**config.mk**
```make
export PLATFORM = sky130hd
export DESIGN_NAME = if_prefetch_queue
export DESIGN_NICKNAME = d
export VERILOG_FILES = /design/src/rtl/if_prefetch_queue.sv
export SDC_FILE = /design/constraint.sdc
export NUM_CORES = 1
export LEC_CHECK = 0
export CORE_AREA = 4 4 249 154
export DETAILED_ROUTE_END_ITERATION = 12
export DIE_AREA = 0 0 253 158
export PLACE_DENSITY = 0.58
export SYNTH_ARGS = -nofsm -noshare
export SYNTH_HDL_FRONTEND = slang
export SYNTH_SLANG_ARGS = --single-unit
```
**constraint.sdc**
```tcl
create_clock -name Clock -period 7.8 [get_ports Clock]
set_input_delay 2.34 -clock Clock [delete_from_list [all_inputs] [get_ports Clock]]
set_output_delay 2.34 -clock Clock [all_outputs]
set_load 0.02 [all_outputs]
```
**src/rtl/if_prefetch_queue.sv**
```systemverilog
// rtl/if_prefetch_queue.sv - in-order instruction prefetch queue feeding IF/ID
// Optional drop statistics counter enabled by defining IFQ_STATS_EN.
module if_prefetch_queue #(
  parameter int          DEPTH    = 4,
  parameter logic [31:0] RESET_PC = 32'h0000_0000
) (
  input  logic        Clock,
  input  logic        Resetn,
  input  logic        redirect,
  input  logic [31:0] redirect_pc,
  input  logic        stall,
  output logic        imem_req,
  output logic [31:0] imem_addr,
  input  logic        imem_ready,
  input  logic        imem_rvalid,
  input  logic [31:0] imem_rdata,
  output logic        inst_valid,
  output logic [31:0] inst_out,
  output logic [31:0] pc4_out,
`ifdef IFQ_STATS_EN
  output logic [15:0] drop_count,
`endif
  output logic [31:0] PC
);

  localparam int AW = $clog2(DEPTH);
  localparam int CW = $clog2(DEPTH) + 1;

  logic [31:0]   pc_q;
  logic [31:0]   rsp_pc_q;
  logic [31:0]   inst_mem [DEPTH];
  logic [31:0]   pc4_mem  [DEPTH];
  logic [AW-1:0] rd_ptr;
  logic [AW-1:0] wr_ptr;
  logic [CW-1:0] count;
  logic [CW-1:0] outs;
  logic [CW-1:0] drop;

  logic [CW:0]   credit;
  logic [31:0]   target_pc;
  logic          accept;
  logic          push;
  logic          pop;

  // Requests only go out while every in-flight response is guaranteed a slot.
  assign credit    = {1'b0, count} + {1'b0, outs};
  assign target_pc = redirect_pc & 32'hFFFF_FFFC;
  assign imem_req  = !Resetn && !redirect && (credit < (CW+1)'(DEPTH));
  assign imem_addr = pc_q;
  assign PC        = pc_q;
  assign accept    = imem_req && imem_ready;
  assign push      = !Resetn && !redirect && imem_rvalid && (drop == '0);
  assign pop       = inst_valid && !stall;

  assign inst_valid = (count != '0);
  assign inst_out   = inst_valid ? inst_mem[rd_ptr] : 32'h0;
  assign pc4_out    = inst_valid ? pc4_mem[rd_ptr]  : 32'h0;

  always_ff @(posedge Clock) begin
    if (push) begin
      inst_mem[wr_ptr] <= imem_rdata;
      pc4_mem[wr_ptr]  <= rsp_pc_q + 32'd4;
    end
  end

  always_ff @(posedge Clock) begin
    if (Resetn) begin
      pc_q     <= RESET_PC;
      rsp_pc_q <= RESET_PC;
      rd_ptr   <= '0;
      wr_ptr   <= '0;
      count    <= '0;
      outs     <= '0;
      drop     <= '0;
    end else if (redirect) begin
      // Everything still in flight belongs to the old path and must be dropped.
      pc_q     <= target_pc;
      rsp_pc_q <= target_pc;
      rd_ptr   <= '0;
      wr_ptr   <= '0;
      count    <= '0;
      outs     <= outs - CW'(imem_rvalid);
      drop     <= outs - CW'(imem_rvalid);
    end else begin
      if (accept) pc_q <= pc_q + 32'd4;
      if (imem_rvalid) begin
        if (drop != '0) drop <= drop - 1'b1;
        else            rsp_pc_q <= rsp_pc_q + 32'd4;
      end
      if (push) wr_ptr <= wr_ptr + 1'b1;
      if (pop)  rd_ptr <= rd_ptr + 1'b1;
      count <= count + CW'(push) - CW'(pop);
      outs  <= outs + CW'(accept) - CW'(imem_rvalid);
    end
  end

`ifdef IFQ_STATS_EN
  logic discard;
  assign discard = imem_rvalid && (redirect || (drop != '0));

  always_ff @(posedge Clock) begin
    if (Resetn)
      drop_count <= 16'h0;
    else if (discard && (drop_count != 16'hFFFF))
      drop_count <= drop_count + 16'd1;
  end
`endif

endmodule

```
==> flow_results.xml, run 1 <==
<?xml version="1.0" encoding="UTF-8"?>
<metrics>
  <group name="status">
    <metric name="outcome" unit="">complete, no violations</metric>
  </group>
  <group name="route">
    <metric name="routed_wl" unit="mm">33.7</metric>
    <metric name="route.detailed.vias_per_inst" unit="">5.28</metric>
    <metric name="wl_per_cell" unit="um">19.9</metric>
    <metric name="initialDrtViolationCount" unit="">622</metric>
    <metric name="dr.pass1.iters" unit="">5</metric>
    <metric name="postRouteAntennaNets" unit="">0</metric>
    <metric name="vias" unit="">8941</metric>
    <metric name="drc" unit="">0</metric>
  </group>
  <group name="clock_network">
    <metric name="clock-sinks" unit="">323</metric>
    <metric name="worstSkewPairLatency" unit="ns">0.51</metric>
    <metric name="cts-htree-levels" unit="">2</metric>
    <metric name="clk_root_buffer_cell" unit="">sky130_fd_sc_hd__clkbuf_16</metric>
    <metric name="clk_pin_slew" unit="ns">0.06</metric>
    <metric name="ctsHoldBuffers" unit="">0</metric>
    <metric name="cts_buffer_depth" unit="">3</metric>
    <metric name="cts_setup_buffers" unit="">0</metric>
    <metric name="clock_buffer_count_from_cts" unit="">34</metric>
    <metric name="tritoncts" unit="">built</metric>
    <metric name="cts_repair_resize_count" unit="">0</metric>
  </group>
  <group name="synthesis">
    <metric name="synthesis.area" unit="um^2">14300</metric>
    <metric name="synth.ff_latch_count" unit="">323</metric>
    <metric name="synth_edf_count" unit="">248</metric>
    <metric name="post_synth_inst_count" unit="">1037</metric>
    <metric name="async_flop_share" unit="%">0</metric>
    <metric name="yosysSeqAreaShare" unit="%">62.7</metric>
    <metric name="syn_avg_cell_area" unit="um^2">13.8</metric>
    <metric name="post_synth_num_cell_types" unit="">55</metric>
    <metric name="most_used_dff_post_synth" unit="">sky130_fd_sc_hd__edfxtp_1</metric>
    <metric name="yosys_synthesis_warning_count" unit="">0</metric>
  </group>
  <group name="power">
    <metric name="power.density_cell_area" unit="nW/um^2">222</metric>
    <metric name="total_power" unit="uW">3890</metric>
    <metric name="power.leakage" unit="uW">0.00561</metric>
    <metric name="worst_case_vdd_ir_drop" unit="mV">0.141</metric>
  </group>
  <group name="critical_path">
    <metric name="regToRegSetupSlack" unit="ns">4.89</metric>
    <metric name="critical_path_buf_inv_count" unit="">2</metric>
    <metric name="setup.worst_path.start_class" unit="">input port</metric>
    <metric name="crit_path_max_incr_delay" unit="ns">0.62</metric>
    <metric name="timing.critical_path.required" unit="ns">5.46</metric>
    <metric name="reg2reg_depth" unit="">13</metric>
    <metric name="regToRegStartpoint" unit="">count[1]$_SDFF_PP0_</metric>
    <metric name="cpMostUsedCell" unit="">sky130_fd_sc_hd__clkdlybuf4s50_1</metric>
    <metric name="critical_path_peak_fanout" unit="">2</metric>
    <metric name="reg2reg_to" unit="">outs[2]$_SDFF_PP0_</metric>
    <metric name="path_cells" unit="">clkdlybuf4s50_1 &gt; nor3_1 &gt; and3_1 &gt; clkdlybuf4s50_1</metric>
    <metric name="critical-path-slowest-cell" unit="">sky130_fd_sc_hd__clkdlybuf4s50_1</metric>
    <metric name="timing.setup.critical_path_class" unit="">in -&gt; out</metric>
    <metric name="cp-end-kind" unit="">primary output</metric>
    <metric name="critical_path.top_delay_family" unit="">buffers and inverters</metric>
    <metric name="timing.critical_path.arrival" unit="ns">3.78</metric>
  </group>
  <group name="sta">
    <metric name="timing.clock.skew" unit="ns">0.0209</metric>
    <metric name="drv_slew" unit="">0</metric>
    <metric name="worst_max_slew_pin_slew" unit="ns">1.10</metric>
    <metric name="max_freq" unit="GHz">0.163</metric>
    <metric name="worst_slew_margin_relative_to_its_limit" unit="%">26.5</metric>
    <metric name="post-route-period-util" unit="%">78.4</metric>
    <metric name="rsz0062_at_grt" unit="">no</metric>
    <metric name="setup-tns-final" unit="ns">0</metric>
    <metric name="finalSetupViolCount" unit="">0</metric>
    <metric name="period_needed" unit="ns">6.12</metric>
    <metric name="hold_violations" unit="">0</metric>
  </group>
  <group name="floorplan">
    <metric name="design.core.area" unit="um^2">35900</metric>
    <metric name="dieWidth" unit="um">253</metric>
    <metric name="pin_count" unit="">200</metric>
    <metric name="height_of_the_die" unit="um">158</metric>
    <metric name="fp-row-count" unit="">54</metric>
    <metric name="initial_utilization" unit="%">39.7</metric>
    <metric name="fp.dieArea" unit="um^2">40000</metric>
  </group>
  <group name="place">
    <metric name="place.detailed.hpwl" unit="mm">22.2</metric>
    <metric name="io_buffer_count" unit="">191</metric>
    <metric name="dpl_cell_area" unit="um^2">16400</metric>
    <metric name="globalplace.congestion" unit="">0.857</metric>
    <metric name="dp_cells" unit="">1633</metric>
  </group>
  <group name="cells_and_area">
    <metric name="drive_above_1_share" unit="%">12.2</metric>
    <metric name="layoutNonFillerInstCount" unit="">1692</metric>
    <metric name="finalNetCount" unit="">1281</metric>
    <metric name="fin_area" unit="um^2">17500</metric>
    <metric name="count_of_filler_cells_inserted_in_the_layout" unit="">3149</metric>
    <metric name="finalCoreUtilization" unit="%">48.8</metric>
    <metric name="areaGrowthSynthToFinish" unit="%">22.7</metric>
    <metric name="num_antenna_cells" unit="">0</metric>
  </group>
  <group name="run">
    <metric name="max_cap_violations" unit="">0</metric>
  </group>
  <group name="min_path">
    <metric name="worst_hold_path.endpoint" unit="">wr_ptr[1]$_SDFFE_PP0P_</metric>
    <metric name="min_delay_path_depth" unit="">2</metric>
    <metric name="hold_path.startpoint" unit="">wr_ptr[1]$_SDFFE_PP0P_</metric>
    <metric name="worst_hold_path_type" unit="">reg -&gt; reg</metric>
  </group>
  <group name="global_routing">
    <metric name="globalRouteTotalUtil" unit="%">16.8</metric>
    <metric name="grt_overflow_total" unit="">0</metric>
    <metric name="antenna_violations_before_repair" unit="">0</metric>
    <metric name="grt_first_pass_wirelength" unit="mm">52.4</metric>
    <metric name="grt_max_degree" unit="">65</metric>
    <metric name="vias_in_the_first_global_route" unit="">8872</metric>
  </group>
</metrics>
layout by cell type (no fill, tap or decap), drive strengths merged, types with 7 or more instances in the layout:
master and count:
ha 16, clkdlybuf4s50 190, nand4 25, a21boi 7, or4 8, buf 17
edfxtp 248, a31oi 21, inv 29, nand3 32, nor2b 62, a21oi 28
clkbuf 44, or3 11, nor4 13, xor2 25, a211oi 13, mux4 62
and3 13, o21ai 16, clkinv 9, nand2 73, nor3 20, dfxtp 75
nor2 53, xnor2 36
metal layers:
layer	track usage [%]	routed length [um]	part of all wire, %
met1	25.3	16300	48
met3	3.37	1810	5.4
met4	3.07	397	1.2
met5	0	0	0
met2	25.8	15200	45
cell type report:
cell class	count	area (um^2)	share of cell area (%)
clock buffers	44	910	5.19
well taps	476	596	3.40
clock inverters	15	178	1.01
repair buffers	207	2030	11.6
inverters	30	113	0.643
flip-flops and latches	323	8950	51.1
multi-input cells	597	4750	27.1
worst register-to-register path: cells and delay by family, from the launching register on:
family / cells / cell delay (ns)
DFF: 1 / 0.43
xor gates and xnor gates: 2 / 0.29
AOI/OAI and AO/OA: 1 / 0.19
and+or+nand+nor: 3 / 0.33
buffers and inverters: 3 / 0.44
adders and majority gates: 4 / 1.10
power by group:
part | total, uW | internal (uW) | switching (uW)
logic | 352 | 161 | 191
clock network | 1600 | 956 | 644
registers | 1940 | 1900 | 44.9
per-stage QoR:
step	hold slack, ns	worst slack (ns)
2_1_floorplan	0.469	2.49
3_3_place_gp	0.488	1.65
3_5_place_dp	0.500	1.66
4_1_cts	0.508	1.66
5_1_grt	0.544	1.56
6_report	0.505	1.68
Yosys cell counts (28+ instances only):
| cell type | instances | area, um^2 |
|---|---|---|
| sky130_fd_sc_hd__nor2b_1 | 62 | 388 |
| sky130_fd_sc_hd__mux4_2 | 62 | 1400 |
| sky130_fd_sc_hd__a21oi_1 | 28 | 140 |
| sky130_fd_sc_hd__clkbuf_1 | 38 | 143 |
| sky130_fd_sc_hd__xnor2_1 | 36 | 315 |
| sky130_fd_sc_hd__edfxtp_1 | 248 | 7450 |
| sky130_fd_sc_hd__dfxtp_1 | 75 | 1500 |
| sky130_fd_sc_hd__buf_4 | 37 | 278 |
| sky130_fd_sc_hd__inv_1 | 29 | 109 |
| sky130_fd_sc_hd__nor2_1 | 53 | 199 |
| sky130_fd_sc_hd__nand3_1 | 32 | 160 |
| sky130_fd_sc_hd__nand2_1 | 73 | 274 |
worst max-delay path by stage:
stage | slack (ns) | to | depth (start not counted) | from
4_1_cts | 1.66 | imem_req | 4 | redirect
3_3_place_gp | 1.65 | imem_req | 4 | redirect
5_1_grt | 1.56 | imem_req | 4 | redirect
2_1_floorplan | 2.49 | imem_req | 3 | redirect
3_5_place_dp | 1.66 | imem_req | 4 | redirect
6_report | 1.68 | imem_req | 4 | redirect
cell families (layout without fill, tap and decap cells):
family / Yosys count / after routing / share of synthesized area (%)
AO/OA/AOI/OAI: 115 / 115 / 5.26
other: 1 / 6 / 0.0263
flip-flops: 323 / 323 / 62.7
adder cells (fa/ha/maj): 18 / 18 / 1.68
AND/OR/NAND/NOR: 330 / 330 / 12.2
multiplexers: 67 / 67 / 10.2
XOR/XNOR: 61 / 61 / 3.74
buffers and inverters: 122 / 296 / 4.28
sequential cells by signal (all words and copies together) (netlist names), named ones only:
| register | cells |
|---|---|
| rd_ptr | 2 |
| PC | 30 |
| pc4_mem | 120 |
| count | 3 |
| drop | 3 |
| outs | 3 |
| inst_mem | 128 |
| rsp_pc_q | 30 |
| wr_ptr | 2 |
No activity file was read; power rests on OpenSTA's default activity.
==> inputs of run 2 (changes only) <==
==> constraint.sdc (replaced) <==
create_clock -name Clock -period 5.8 [get_ports Clock]
set_input_delay 1.74 -clock Clock [delete_from_list [all_inputs] [get_ports Clock]]
set_output_delay 1.74 -clock Clock [all_outputs]
set_load 0.02 [all_outputs]
==> run 2 against run 1 <==
- first-iteration DRC count down 8.8%
- register-to-register slack worse by 1.9 ns
- combinational power increased by 36%
- wire length decreased by 0.58%
- critical endpoint unchanged
- critical path type unchanged
==> flow_results.xml, run 2 (synthesis gave the netlist of run 1 again) <==
<?xml version="1.0" encoding="UTF-8"?>
<metrics>
  <group name="sta">
    <metric name="period_needed" unit="ns">4.92</metric>
    <metric name="setup-tns-final" unit="ns">0</metric>
    <metric name="finalSetupViolCount" unit="">0</metric>
    <metric name="max_freq" unit="GHz">0.203</metric>
    <metric name="worst_max_slew_pin_slew" unit="ns">1.15</metric>
    <metric name="drv_slew" unit="">0</metric>
    <metric name="worst_slew_margin_relative_to_its_limit" unit="%">23.2</metric>
    <metric name="post-route-period-util" unit="%">84.8</metric>
    <metric name="timing.clock.skew" unit="ns">0.0126</metric>
    <metric name="rsz0062_at_grt" unit="">no</metric>
    <metric name="hold_violations" unit="">0</metric>
  </group>
  <group name="power">
    <metric name="combinationalPowerShare" unit="%">9.4</metric>
    <metric name="switching_share" unit="%">23.5</metric>
    <metric name="power.density_cell_area" unit="nW/um^2">290</metric>
    <metric name="clkPwrFrac" unit="%">39.2</metric>
    <metric name="worst_case_vdd_ir_drop" unit="mV">0.236</metric>
    <metric name="power_frac_seq" unit="%">51.3</metric>
    <metric name="power.net_switching" unit="uW">1190</metric>
    <metric name="p_int" unit="uW">3880</metric>
    <metric name="power.leakage" unit="uW">0.00560</metric>
  </group>
  <group name="route">
    <metric name="postRouteAntennaNets" unit="">0</metric>
    <metric name="wl_per_cell" unit="um">19.8</metric>
    <metric name="initialDrtViolationCount" unit="">567</metric>
    <metric name="vias" unit="">8913</metric>
    <metric name="routed_wl" unit="mm">33.5</metric>
    <metric name="dr.pass1.iters" unit="">6</metric>
    <metric name="drc" unit="">0</metric>
    <metric name="route.detailed.vias_per_inst" unit="">5.26</metric>
  </group>
  <group name="global_routing">
    <metric name="globalRouteTotalUtil" unit="%">16.6</metric>
    <metric name="antenna_violations_before_repair" unit="">0</metric>
    <metric name="grt_first_pass_wirelength" unit="mm">52.2</metric>
    <metric name="grt_max_degree" unit="">65</metric>
    <metric name="vias_in_the_first_global_route" unit="">8932</metric>
    <metric name="grt_overflow_total" unit="">0</metric>
  </group>
  <group name="critical_path">
    <metric name="crit_path_max_incr_delay" unit="ns">0.62</metric>
    <metric name="regToRegSetupSlack" unit="ns">2.94</metric>
    <metric name="cp-end-kind" unit="">primary output</metric>
    <metric name="critical-path-slowest-cell" unit="">sky130_fd_sc_hd__clkdlybuf4s50_1</metric>
    <metric name="timing.critical_path.required" unit="ns">4.06</metric>
    <metric name="critical_path_peak_fanout" unit="">2</metric>
    <metric name="reg2reg_to" unit="">outs[2]$_SDFF_PP0_</metric>
    <metric name="regToRegStartpoint" unit="">count[1]$_SDFF_PP0_</metric>
    <metric name="cpMostUsedCell" unit="">sky130_fd_sc_hd__clkdlybuf4s50_1</metric>
    <metric name="setup.worst_path.start_class" unit="">input port</metric>
    <metric name="path_cells" unit="">clkdlybuf4s50_1 &gt; nor3_1 &gt; and3_1 &gt; clkdlybuf4s50_1</metric>
    <metric name="timing.critical_path.arrival" unit="ns">3.18</metric>
    <metric name="reg2reg_depth" unit="">13</metric>
    <metric name="timing.setup.critical_path_class" unit="">in -&gt; out</metric>
  </group>
  <group name="clock_network">
    <metric name="cts_setup_buffers" unit="">0</metric>
    <metric name="cts_buffer_depth" unit="">3</metric>
    <metric name="cts-htree-levels" unit="">1</metric>
    <metric name="cts_repair_resize_count" unit="">0</metric>
    <metric name="ctsHoldBuffers" unit="">0</metric>
    <metric name="clk_root_buffer_cell" unit="">sky130_fd_sc_hd__clkbuf_16</metric>
    <metric name="clock_buffer_count_from_cts" unit="">31</metric>
    <metric name="clock-sinks" unit="">323</metric>
    <metric name="clk_pin_slew" unit="ns">0.06</metric>
    <metric name="worstSkewPairLatency" unit="ns">0.57</metric>
    <metric name="tritoncts" unit="">built</metric>
  </group>
  <group name="place">
    <metric name="globalplace.congestion" unit="">0.882</metric>
    <metric name="place.detailed.hpwl" unit="mm">22.0</metric>
    <metric name="dpl_cell_area" unit="um^2">16500</metric>
    <metric name="io_buffer_count" unit="">191</metric>
  </group>
  <group name="min_path">
    <metric name="min_delay_path_depth" unit="">2</metric>
    <metric name="worst_hold_path_type" unit="">reg -&gt; reg</metric>
    <metric name="worst_hold_path.endpoint" unit="">wr_ptr[1]$_SDFFE_PP0P_</metric>
    <metric name="hold_path.startpoint" unit="">wr_ptr[1]$_SDFFE_PP0P_</metric>
  </group>
  <group name="floorplan">
    <metric name="design.core.area" unit="um^2">35900</metric>
    <metric name="height_of_the_die" unit="um">158</metric>
    <metric name="pin_count" unit="">200</metric>
    <metric name="initial_utilization" unit="%">39.7</metric>
    <metric name="fp.dieArea" unit="um^2">40000</metric>
    <metric name="dieWidth" unit="um">253</metric>
    <metric name="fp-row-count" unit="">54</metric>
  </group>
  <group name="cells_and_area">
    <metric name="largest_registers_in_the_final_layout" unit="">inst_mem (128), pc4_mem (120)</metric>
    <metric name="drive_above_1_share" unit="%">12.8</metric>
    <metric name="largest-register" unit="">inst_mem</metric>
    <metric name="area_of_the_multi_input_gates" unit="um^2">4750</metric>
    <metric name="layout_common_cells" unit="">sky130_fd_sc_hd__edfxtp_1, sky130_fd_sc_hd__clkdlybuf4s50_1, sky130_fd_sc_hd__dfxtp_1, sky130_fd_sc_hd__nand2_1</metric>
    <metric name="finalNetCount" unit="">1281</metric>
    <metric name="number_of_flip_flops_under_the_largest_register_name" unit="">128</metric>
    <metric name="layout.cells.most_common" unit="">sky130_fd_sc_hd__edfxtp_1</metric>
    <metric name="count_of_filler_cells_inserted_in_the_layout" unit="">3175</metric>
    <metric name="areaGrowthSynthToFinish" unit="%">22.7</metric>
    <metric name="num_antenna_cells" unit="">0</metric>
    <metric name="seq_area" unit="um^2">8950</metric>
    <metric name="fin_area" unit="um^2">17500</metric>
  </group>
  <group name="run">
    <metric name="max_cap_violations" unit="">0</metric>
  </group>
  <group name="status">
    <metric name="outcome" unit="">complete, no violations</metric>
  </group>
</metrics>
run 2: cell types whose count changed in the layout (fill, tap and decap cells not counted), sizes merged:
| cell | change |
|---|---|
| clkinv | +6 |
| bufinv | -1 |
| clkinvlp | +3 |
| clkbuf | -9 |
| buf | +3 |
run 2: worst max-delay path, delay by kind of cell:
kind | cells | cell delay [ns]
simple gates | 2 | 0.40
buf+inv | 2 | 1.04
run 2: per-layer routing:
| layer | GRT usage [%] | vias up | routed length [um] |
|---|---|---|---|
| met5 | 0 | - | 0 |
| met4 | 2.28 | 0 | 363 |
| met3 | 3.19 | 33 | 1740 |
| met2 | 25.7 | 206 | 15200 |
| met1 | 25.0 | 4497 | 16200 |
| li1 | - | 4177 | - |
run 2: how the worst max path moves through the flow:
stage | startpoint | slack, ns | endpoint
after floorplan | redirect | 1.36 | outs[2]$_SDFF_PP0_
after global routing | redirect | 0.73 | imem_req
after global placement | redirect | 0.85 | imem_req
after detailed placement | redirect | 0.85 | imem_req
final | redirect | 0.88 | imem_req
after CTS | redirect | 0.85 | imem_req
run 2: power groups by stage:
stage / clock, uW / combinational [uW] / sequential [uW]
4_1_cts: 2060 / 484 / 2610
6_report: 1990 / 478 / 2610
3_3_place_gp: 0 / 477 / 2650
3_5_place_dp: 0 / 482 / 2660
2_1_floorplan: 0 / 275 / 2650
5_1_grt: 2170 / 521 / 2610
run 2: cell type report:
type                    instances  share of cell area (%)
clock buffers                  35                    4.51
clock inverters                23                    1.17
inverters                      30                   0.643
multi-input cells             597                    27.1
flip-flops and latches        323                    51.1
well taps                     476                    3.40
repair buffers                210                    12.1
run 2: stage by stage:
step / power (uW) / util, % / cells / hold WS (ns) / setup WS (ns)
2_1_floorplan: 2930 / - / 1042 / 0.469 / 1.36
3_3_place_gp: 3130 / 46.0 / 1636 / 0.484 / 0.846
3_5_place_dp: 3140 / 46.0 / 1636 / 0.507 / 0.851
4_1_cts: 5150 / 48.7 / 1694 / 0.516 / 0.851
5_1_grt: 5300 / 48.7 / 1694 / 0.546 / 0.735
6_report: 5080 / 48.7 / 1694 / 0.510 / 0.883
==> inputs of run 3 (changes only) <==
==> constraint.sdc (replaced) <==
create_clock -name Clock -period 4.9 [get_ports Clock]
set_input_delay 1.47 -clock Clock [delete_from_list [all_inputs] [get_ports Clock]]
set_output_delay 1.47 -clock Clock [all_outputs]
set_load 0.02 [all_outputs]
==> run 3 against run 2 <==
- die area unchanged
- via count down 0.42%
- total power up 20%
- critical path depth unchanged
- wire length down 1.3%
- final area up 0.56%
- critical endpoint unchanged
==> flow_results.xml, run 3 (synthesis gave the netlist of run 1 again) <==
<?xml version="1.0" encoding="UTF-8"?>
<metrics>
  <group name="global_routing">
    <metric name="grt_max_degree" unit="">65</metric>
    <metric name="globalRouteTotalUtil" unit="%">16.4</metric>
    <metric name="antenna_violations_before_repair" unit="">1</metric>
    <metric name="grt_first_pass_wirelength" unit="mm">51.4</metric>
    <metric name="vias_in_the_first_global_route" unit="">8760</metric>
    <metric name="grt_overflow_total" unit="">0</metric>
  </group>
  <group name="power">
    <metric name="combinationalPowerShare" unit="%">9.4</metric>
    <metric name="worst_case_vdd_ir_drop" unit="mV">0.325</metric>
    <metric name="p_int" unit="uW">4700</metric>
    <metric name="power.leakage" unit="uW">0.00564</metric>
    <metric name="total_power" unit="uW">6070</metric>
    <metric name="power_frac_seq" unit="%">50.8</metric>
    <metric name="clkPwrFrac" unit="%">39.8</metric>
    <metric name="power.net_switching" unit="uW">1380</metric>
    <metric name="power.density_cell_area" unit="nW/um^2">345</metric>
    <metric name="switching_share" unit="%">22.7</metric>
  </group>
  <group name="cells_and_area">
    <metric name="areaGrowthSynthToFinish" unit="%">23.4</metric>
    <metric name="layout_common_cells" unit="">sky130_fd_sc_hd__edfxtp_1, sky130_fd_sc_hd__clkdlybuf4s50_1, sky130_fd_sc_hd__dfxtp_1, sky130_fd_sc_hd__nand2_1</metric>
    <metric name="count_of_filler_cells_inserted_in_the_layout" unit="">3146</metric>
    <metric name="number_of_flip_flops_under_the_largest_register_name" unit="">128</metric>
    <metric name="drive_above_1_share" unit="%">12.6</metric>
    <metric name="layout.cells.most_common" unit="">sky130_fd_sc_hd__edfxtp_1</metric>
    <metric name="largest_registers_in_the_final_layout" unit="">inst_mem (128), pc4_mem (120)</metric>
    <metric name="largest-register" unit="">inst_mem</metric>
    <metric name="finalNetCount" unit="">1283</metric>
  </group>
  <group name="clock_network">
    <metric name="clock_buffer_count_from_cts" unit="">31</metric>
    <metric name="tritoncts" unit="">built</metric>
    <metric name="clk_pin_slew" unit="ns">0.06</metric>
    <metric name="ctsHoldBuffers" unit="">0</metric>
    <metric name="clk_root_buffer_cell" unit="">sky130_fd_sc_hd__clkbuf_16</metric>
    <metric name="cts_setup_buffers" unit="">0</metric>
    <metric name="cts-htree-levels" unit="">1</metric>
    <metric name="cts_buffer_depth" unit="">3</metric>
    <metric name="cts_repair_resize_count" unit="">0</metric>
    <metric name="clock-sinks" unit="">323</metric>
    <metric name="worstSkewPairLatency" unit="ns">0.55</metric>
  </group>
  <group name="critical_path">
    <metric name="critical-path-slowest-cell" unit="">sky130_fd_sc_hd__clkdlybuf4s50_1</metric>
    <metric name="path_cells" unit="">clkdlybuf4s50_1 &gt; nor3_1 &gt; and3_1 &gt; clkdlybuf4s50_1</metric>
    <metric name="timing.critical_path.required" unit="ns">3.43</metric>
    <metric name="critical_path_peak_fanout" unit="">2</metric>
    <metric name="setup.worst_path.start_class" unit="">input port</metric>
    <metric name="crit_path_max_incr_delay" unit="ns">0.61</metric>
    <metric name="timing.critical_path.arrival" unit="ns">2.92</metric>
    <metric name="cpMostUsedCell" unit="">sky130_fd_sc_hd__clkdlybuf4s50_1</metric>
    <metric name="timing.setup.critical_path_class" unit="">in -&gt; out</metric>
    <metric name="cp-end-kind" unit="">primary output</metric>
  </group>
  <group name="place">
    <metric name="place.detailed.hpwl" unit="mm">21.8</metric>
    <metric name="globalplace.congestion" unit="">0.877</metric>
    <metric name="io_buffer_count" unit="">191</metric>
  </group>
  <group name="min_path">
    <metric name="worst_hold_path_type" unit="">reg -&gt; reg</metric>
  </group>
  <group name="route">
    <metric name="drc" unit="">0</metric>
    <metric name="vias" unit="">8876</metric>
    <metric name="postRouteAntennaNets" unit="">0</metric>
    <metric name="initialDrtViolationCount" unit="">620</metric>
    <metric name="wl_per_cell" unit="um">19.5</metric>
    <metric name="routed_wl" unit="mm">33.1</metric>
    <metric name="dr.pass1.iters" unit="">5</metric>
    <metric name="route.detailed.vias_per_inst" unit="">5.24</metric>
  </group>
  <group name="sta">
    <metric name="rsz0062_at_grt" unit="">no</metric>
    <metric name="post-route-period-util" unit="%">89.7</metric>
    <metric name="timing.clock.skew" unit="ns">0.0100</metric>
    <metric name="finalSetupViolCount" unit="">0</metric>
    <metric name="worst_max_slew_pin_slew" unit="ns">0.970</metric>
    <metric name="worst_slew_margin_relative_to_its_limit" unit="%">34.9</metric>
    <metric name="hold_violations" unit="">0</metric>
    <metric name="drv_slew" unit="">0</metric>
    <metric name="period_needed" unit="ns">4.39</metric>
    <metric name="max_freq" unit="GHz">0.228</metric>
    <metric name="setup-tns-final" unit="ns">0</metric>
  </group>
  <group name="status">
    <metric name="outcome" unit="">complete, no violations</metric>
  </group>
  <group name="floorplan">
    <metric name="dieWidth" unit="um">253</metric>
    <metric name="fp-row-count" unit="">54</metric>
    <metric name="design.core.area" unit="um^2">35900</metric>
    <metric name="pin_count" unit="">200</metric>
    <metric name="height_of_the_die" unit="um">158</metric>
    <metric name="fp.dieArea" unit="um^2">40000</metric>
    <metric name="initial_utilization" unit="%">39.7</metric>
  </group>
  <group name="run">
    <metric name="max_cap_violations" unit="">0</metric>
  </group>
</metrics>
==> run 3: per-stage QoR <==
stage	utilization [%]	instances	instance area, um^2	setup WS, ns	hold WS (ns)
2_1_floorplan	-	1042	14300	0.725	0.469
3_3_place_gp	46.1	1638	16600	0.481	0.490
3_5_place_dp	46.1	1638	16600	0.471	0.496
4_1_cts	49.0	1694	17600	0.419	0.505
5_1_grt	49.0	1694	17600	0.316	0.539
6_report	49.0	1695	17600	0.506	0.504
==> run 3: critical path: cells and delay by family <==
kind	cells	cell delay (ns)
buffers and inverters	2	1.04
AND/OR/NAND/NOR	2	0.42
==> run 3: power groups by stage <==
| stage | clock network, uW | registers, uW | logic [uW] |
|---|---|---|---|
| 5_1_grt | 2620 | 3090 | 625 |
| 3_3_place_gp | 0 | 3140 | 574 |
| 6_report | 2410 | 3080 | 572 |
| 3_5_place_dp | 0 | 3140 | 578 |
| 2_1_floorplan | 0 | 3140 | 326 |
| 4_1_cts | 2500 | 3080 | 581 |
==> run 3: area by class of cell <==
class / count / area, um^2 / area share (%)
Antenna cell: 1 / 2.50 / 0.0142
Tap cell: 476 / 596 / 3.38
Inverter: 30 / 113 / 0.639
Timing Repair Buffer: 212 / 2180 / 12.4
Sequential cell: 323 / 8950 / 50.8
Clock buffer: 40 / 840 / 4.77
Clock inverter: 16 / 188 / 1.07
Multi-Input combinational cell: 597 / 4750 / 27.0
==> run 3: routing by layer <==
metal,wire length (um),track usage [%],vias up
li1,-,-,4175
met1,15900,24.7,4435
met2,15000,25.4,229
met3,1650,2.82,37
met4,463,2.70,0
met5,0,0,-
==> run 3: worst paths after layout <==
| path | start | endpoint | slack (ns) | depth (start not counted) |
|---|---|---|---|---|
| max | redirect | imem_req | 0.51 | 4 |
| min reg2reg | wr_ptr[1]$_SDFFE_PP0P_ | wr_ptr[1]$_SDFFE_PP0P_ | 0.50 | 2 |
| min | wr_ptr[1]$_SDFFE_PP0P_ | wr_ptr[1]$_SDFFE_PP0P_ | 0.50 | 2 |
| max reg2reg | count[1]$_SDFF_PP0_ | outs[2]$_SDFF_PP0_ | 2.21 | 12 |
